===== src/rtl/comp_serial_lsb.sv =====
// Bit-serial magnitude comparator: scans A and B LSB-first, one bit per clock,
// letting each more significant differing bit override the running verdict.
module comp_serial_lsb #(
   parameter int WIDTH = 8
) (
   input  logic             clk,
   input  logic             rst,
   input  logic             start,
   input  logic [WIDTH-1:0] a,
   input  logic [WIDTH-1:0] b,
   input  logic             gin,
   input  logic             ein,
   input  logic             lin,
   output logic             busy,
   output logic             done,
   output logic             gout,
   output logic             eout,
   output logic             lout
);

   localparam int CW = $clog2(WIDTH);
   localparam logic [CW-1:0] LAST = CW'(WIDTH - 1);

   typedef enum logic [1:0] {S_IDLE, S_RUN, S_DONE} state_t;
   typedef enum logic [1:0] {V_EQ, V_GT, V_LT} verdict_t;

   state_t           state;
   verdict_t         verdict;
   verdict_t         verdict_nxt;
   logic [WIDTH-1:0] sa;
   logic [WIDTH-1:0] sb;
   logic [CW-1:0]    cnt;

   // Inconsistent seeds collapse by priority: less, then greater, else equal.
   function automatic verdict_t seed_verdict(input logic [2:0] lge);
      casez (lge)
         3'b1??:  return V_LT;
         3'b01?:  return V_GT;
         default: return V_EQ;
      endcase
   endfunction

   function automatic verdict_t step_verdict(input verdict_t v, input logic abit,
                                             input logic bbit);
      if (abit && !bbit) return V_GT;
      if (!abit && bbit) return V_LT;
      return v;
   endfunction

   function automatic logic [2:0] encode(input verdict_t v);
      case (v)
         V_GT:    return 3'b100;
         V_LT:    return 3'b001;
         default: return 3'b010;
      endcase
   endfunction

   always_comb begin
      verdict_nxt = step_verdict(verdict, sa[0], sb[0]);
   end

   always_ff @(posedge clk) begin
      if (rst) begin
         state   <= S_IDLE;
         verdict <= V_EQ;
         busy    <= 1'b0;
         done    <= 1'b0;
         gout    <= 1'b0;
         eout    <= 1'b0;
         lout    <= 1'b0;
         sa      <= '0;
         sb      <= '0;
         cnt     <= '0;
      end else begin
         done <= 1'b0;
         case (state)
            S_IDLE: begin
               if (start) begin
                  sa      <= a;
                  sb      <= b;
                  cnt     <= '0;
                  verdict <= seed_verdict({lin, gin, ein});
                  busy    <= 1'b1;
                  state   <= S_RUN;
               end
            end
            S_RUN: begin
               verdict <= verdict_nxt;
               sa      <= sa >> 1;
               sb      <= sb >> 1;
               // The last bit's verdict goes straight to the outputs.
               if (cnt == LAST) begin
                  {gout, eout, lout} <= encode(verdict_nxt);
                  done               <= 1'b1;
                  state              <= S_DONE;
               end else begin
                  cnt <= cnt + 1'b1;
               end
            end
            S_DONE: begin
               busy  <= 1'b0;
               state <= S_IDLE;
            end
            default: begin
               busy  <= 1'b0;
               state <= S_IDLE;
            end
         endcase
      end
   end

endmodule

===== config.mk =====
export PLATFORM = sky130hd
export DESIGN_NAME = comp_serial_lsb
export DESIGN_NICKNAME = d
export VERILOG_FILES = /design/src/rtl/comp_serial_lsb.sv
export SDC_FILE = /design/constraint.sdc
export NUM_CORES = 1
export LEC_CHECK = 0
export CELL_PAD_IN_SITES_DETAIL_PLACEMENT = 1
export CELL_PAD_IN_SITES_GLOBAL_PLACEMENT = 1
export CORE_MARGIN = 2
export CORE_UTILIZATION = 36
export CTS_BUF_LIST = sky130_fd_sc_hd__clkbuf_8 sky130_fd_sc_hd__clkbuf_16
export CTS_CLUSTER_SIZE = 12
export DETAILED_ROUTE_END_ITERATION = 8
export PLACE_DENSITY_LB_ADDON = 0.3
export SYNTH_ARGS = -nofsm -noshare
export SYNTH_HDL_FRONTEND = slang
export SYNTH_SLANG_ARGS = --single-unit

===== constraint.sdc =====
create_clock -name clk -period 1.2 [get_ports clk]
set_input_delay 0.12 -clock clk [delete_from_list [all_inputs] [get_ports clk]]
set_output_delay 0.12 -clock clk [all_outputs]
set_load 0.05 [all_outputs]

==> qor.yml <==
status: "finished, violations left"
failed_checks: "negative setup slack"
cts-root-buf: "clkbuf_8"
grt_pass1_wl_um: 5640
max-vdd-ir-drop_mv: 0.515
rsz0062_at_grt: "true"
fmax_mhz: 795
initial_core_util_pct: 38.3
portBuffers: 25
crit_end: "lout"
ios: 27
cpMostUsedCell: "ha_4"
cp_cell_sequence: "ha_4 > ha_4 > nand3b_1 > mux2i_1 > nor2_1"
ctsHoldBuffers: 0
hold_class: "reg -> reg"
slew_headroom_pct: 78.1
synth_nets: 165
critical_path_arrival_ns: 1.44
first_pass_iters: 4
crit_start: "cnt[1]"
finalCriticalPeriod_ns: 1.26
ys_warn_count: 0
seq_area_frac_synth_pct: 39.1
final-hold-violation-count: 0
rows: 22
antenna_found_initial: 0
finalMaxSlewViolations: 0
setup_violations: 4
vias: 1183
grt_start_max_net_pins: 25
cp-end-kind: "flip-flop"
yosysUniqueCellTypes: 32
post_drt_wl_per_cell_um: 16.2
drive_gt1_share_pct: 43.3
viasPerCell: 5.23
clock_sinks: 28
pwr_density_cell_mw_per_mm2: 996
clk_latency_ns: 0.28
synth_ff_type: "dfxtp_1"
r2r_setup_slack_ns: -0.06
syn2layout_area_growth_pct: 44.8
antenna_left: 0
die_h_um: 67.1
cts_tree: "yes"
use_met1_pct: 20.2
placed_cells: 221
synth-async-reset-ratio_pct: 0
synth_edf_count: 0
synth-seq-cells: 28
r2r_end: "lout"
busiest_layer: "met2"
wl_um: 3670
whs_ns: 0.507
fin_cells: 226
fin_nets: 206
total_power_mw: 2.07
drc: 0
gr-total-overflow: 0
cap_violations: 0
dieArea_sq_mm: 0.00451
antenna_cells: 0
clk_pin_slew_ns: 0.09
syn_area_sq_mm: 0.00144
cp_max_fo: 5
cts_made_buffers: 3
drtIter0Drc: 59
syn_area_per_cell_sq_um: 10.3
htree_levels: 1
die_x_um: 67.1
slowest_delay_ns: 0.35
dp_hpwl_um: 2630
skew_ns: 0.00617
synth_cells: 139
r2r_cells: 5
fin_ws_ns: -0.0575
r2r_start: "cnt[1]"
fin_util_pct: 55.5
cp.required_ns: 1.38
cts.path.max_buffers: 2
tightest_slew_ns: 0.327
path_class: "reg -> reg"
gp_congestion: 0.778
leakagePower_nw: 0.867
use_met2_pct: 29.7
grt_pass1_vias: 1173
cp_slowest_cell: "dfxtp_2"
critPathLaunchType: "flip-flop"
track_usage_pct: 16.9
min_period_over_period_pct: 105
globalRouteMet3Util_pct: 2.50
core_sq_mm: 0.00374
cell families after synthesis:
| group | after synthesis | synth area share [%] |
|---|---|---|
| adder cells (fa/ha/maj) | 4 | 3.49 |
| buffers and inverters | 16 | 8.02 |
| AO/OA/AOI/OAI | 34 | 21.4 |
| multiplexers | 16 | 11.2 |
| flip-flops | 28 | 39.1 |
| AND/OR/NAND/NOR | 41 | 16.8 |
routing by layer:
metal	vias to the layer above	wire (um)
met5	-	0
met4	0	59
met3	5	98
met2	19	1900
met1	585	1610
li1	574	-
how the worst min path moves through the flow:
stage	start	end	slack, ns	cells past startpoint
after floorplan	a[7]	sa[7]	0.30	2
after global placement	cnt[1]	cnt[1]	0.46	1
after detailed placement	cnt[1]	cnt[1]	0.48	1
after CTS	sb[7]	sb[7]	0.51	2
after global routing	sb[7]	sb[7]	0.53	2
final	sb[7]	sb[7]	0.51	2
state kept, by name (all words and copies together), names as in the netlist:
signal,flops
sa,8
busy,1
state,2
lout,1
sb,8
gout,1
verdict,2
cnt,3
eout,1
done,1
synthesized netlist by cell type, types with 2 or more instances:
cell type / n / area [sq um]
mux2i_1: 15 / 150
buf_2: 4 / 20.0
buf_6: 3 / 33.8
a211oi_1: 3 / 22.5
ha_1: 4 / 50.1
nor3b_1: 2 / 15.0
buf_4: 3 / 22.5
nand2b_1: 3 / 18.8
a21oi_1: 9 / 45.0
nor3_2: 2 / 20.0
nor2_2: 7 / 43.8
nand2_1: 3 / 11.3
inv_1: 5 / 18.8
nor2b_1: 6 / 37.5
o22ai_1: 3 / 18.8
a22o_1: 2 / 17.5
a211oi_2: 11 / 138
dfxtp_1: 28 / 561
nor2_1: 12 / 45.0
o221a_2: 2 / 22.5
layout by cell type (no fill, tap or decap), types with 3 or more instances in the layout:
cell	n
buf_4	16
nor2b_1	5
mux2i_1	15
a211oi_1	3
clkbuf_8	3
a21oi_2	4
clkdlybuf4s50_1	20
buf_12	9
nor2_2	7
dfxtp_1	21
inv_1	5
o22ai_1	3
nand2_1	3
nor2_1	10
dfxtp_2	5
a211oi_2	11
a21oi_1	6
nand2b_4	4
timing repair:
item,CTS,global route
endpoints found under the hold margin,0,0
setup buffers,0,1
gates cloned,0,1
resized for setup,17,10
pin swaps,5,3
endpoints found under the setup margin,13,19
report_power, final:
part	internal (mW)	switching, mW
combinational	0.285	0.220
sequential	0.990	0.0586
clock	0.226	0.290
worst max-delay path: cells and delay by family, from the launching register on:
| family | cells | cell delay, ns |
|---|---|---|
| flops | 1 | 0.35 |
| fa+ha+maj | 2 | 0.32 |
| simple gates | 2 | 0.26 |
| mux | 1 | 0.22 |
stage by stage:
stage	setup slack (ns)	cell area (sq um)	setup TNS [ns]
5_1_grt	-0.138	2080	-0.437
3_5_place_dp	-0.218	1900	-3.75
4_1_cts	-0.0734	2000	-0.163
6_report	-0.0575	2080	-0.133
3_3_place_gp	-0.129	1900	-2.26
2_1_floorplan	0.00268	1440	0
cell type report:
cell class / count / area (sq um)
tap: 48 / 60.1
multi-input combinational: 95 / 847
sequential: 28 / 574
fill: 412 / 1670
inverter: 5 / 18.8
timing repair buffer: 47 / 537
clock buffer: 3 / 41.3
(Power assumes the default switching activity.)
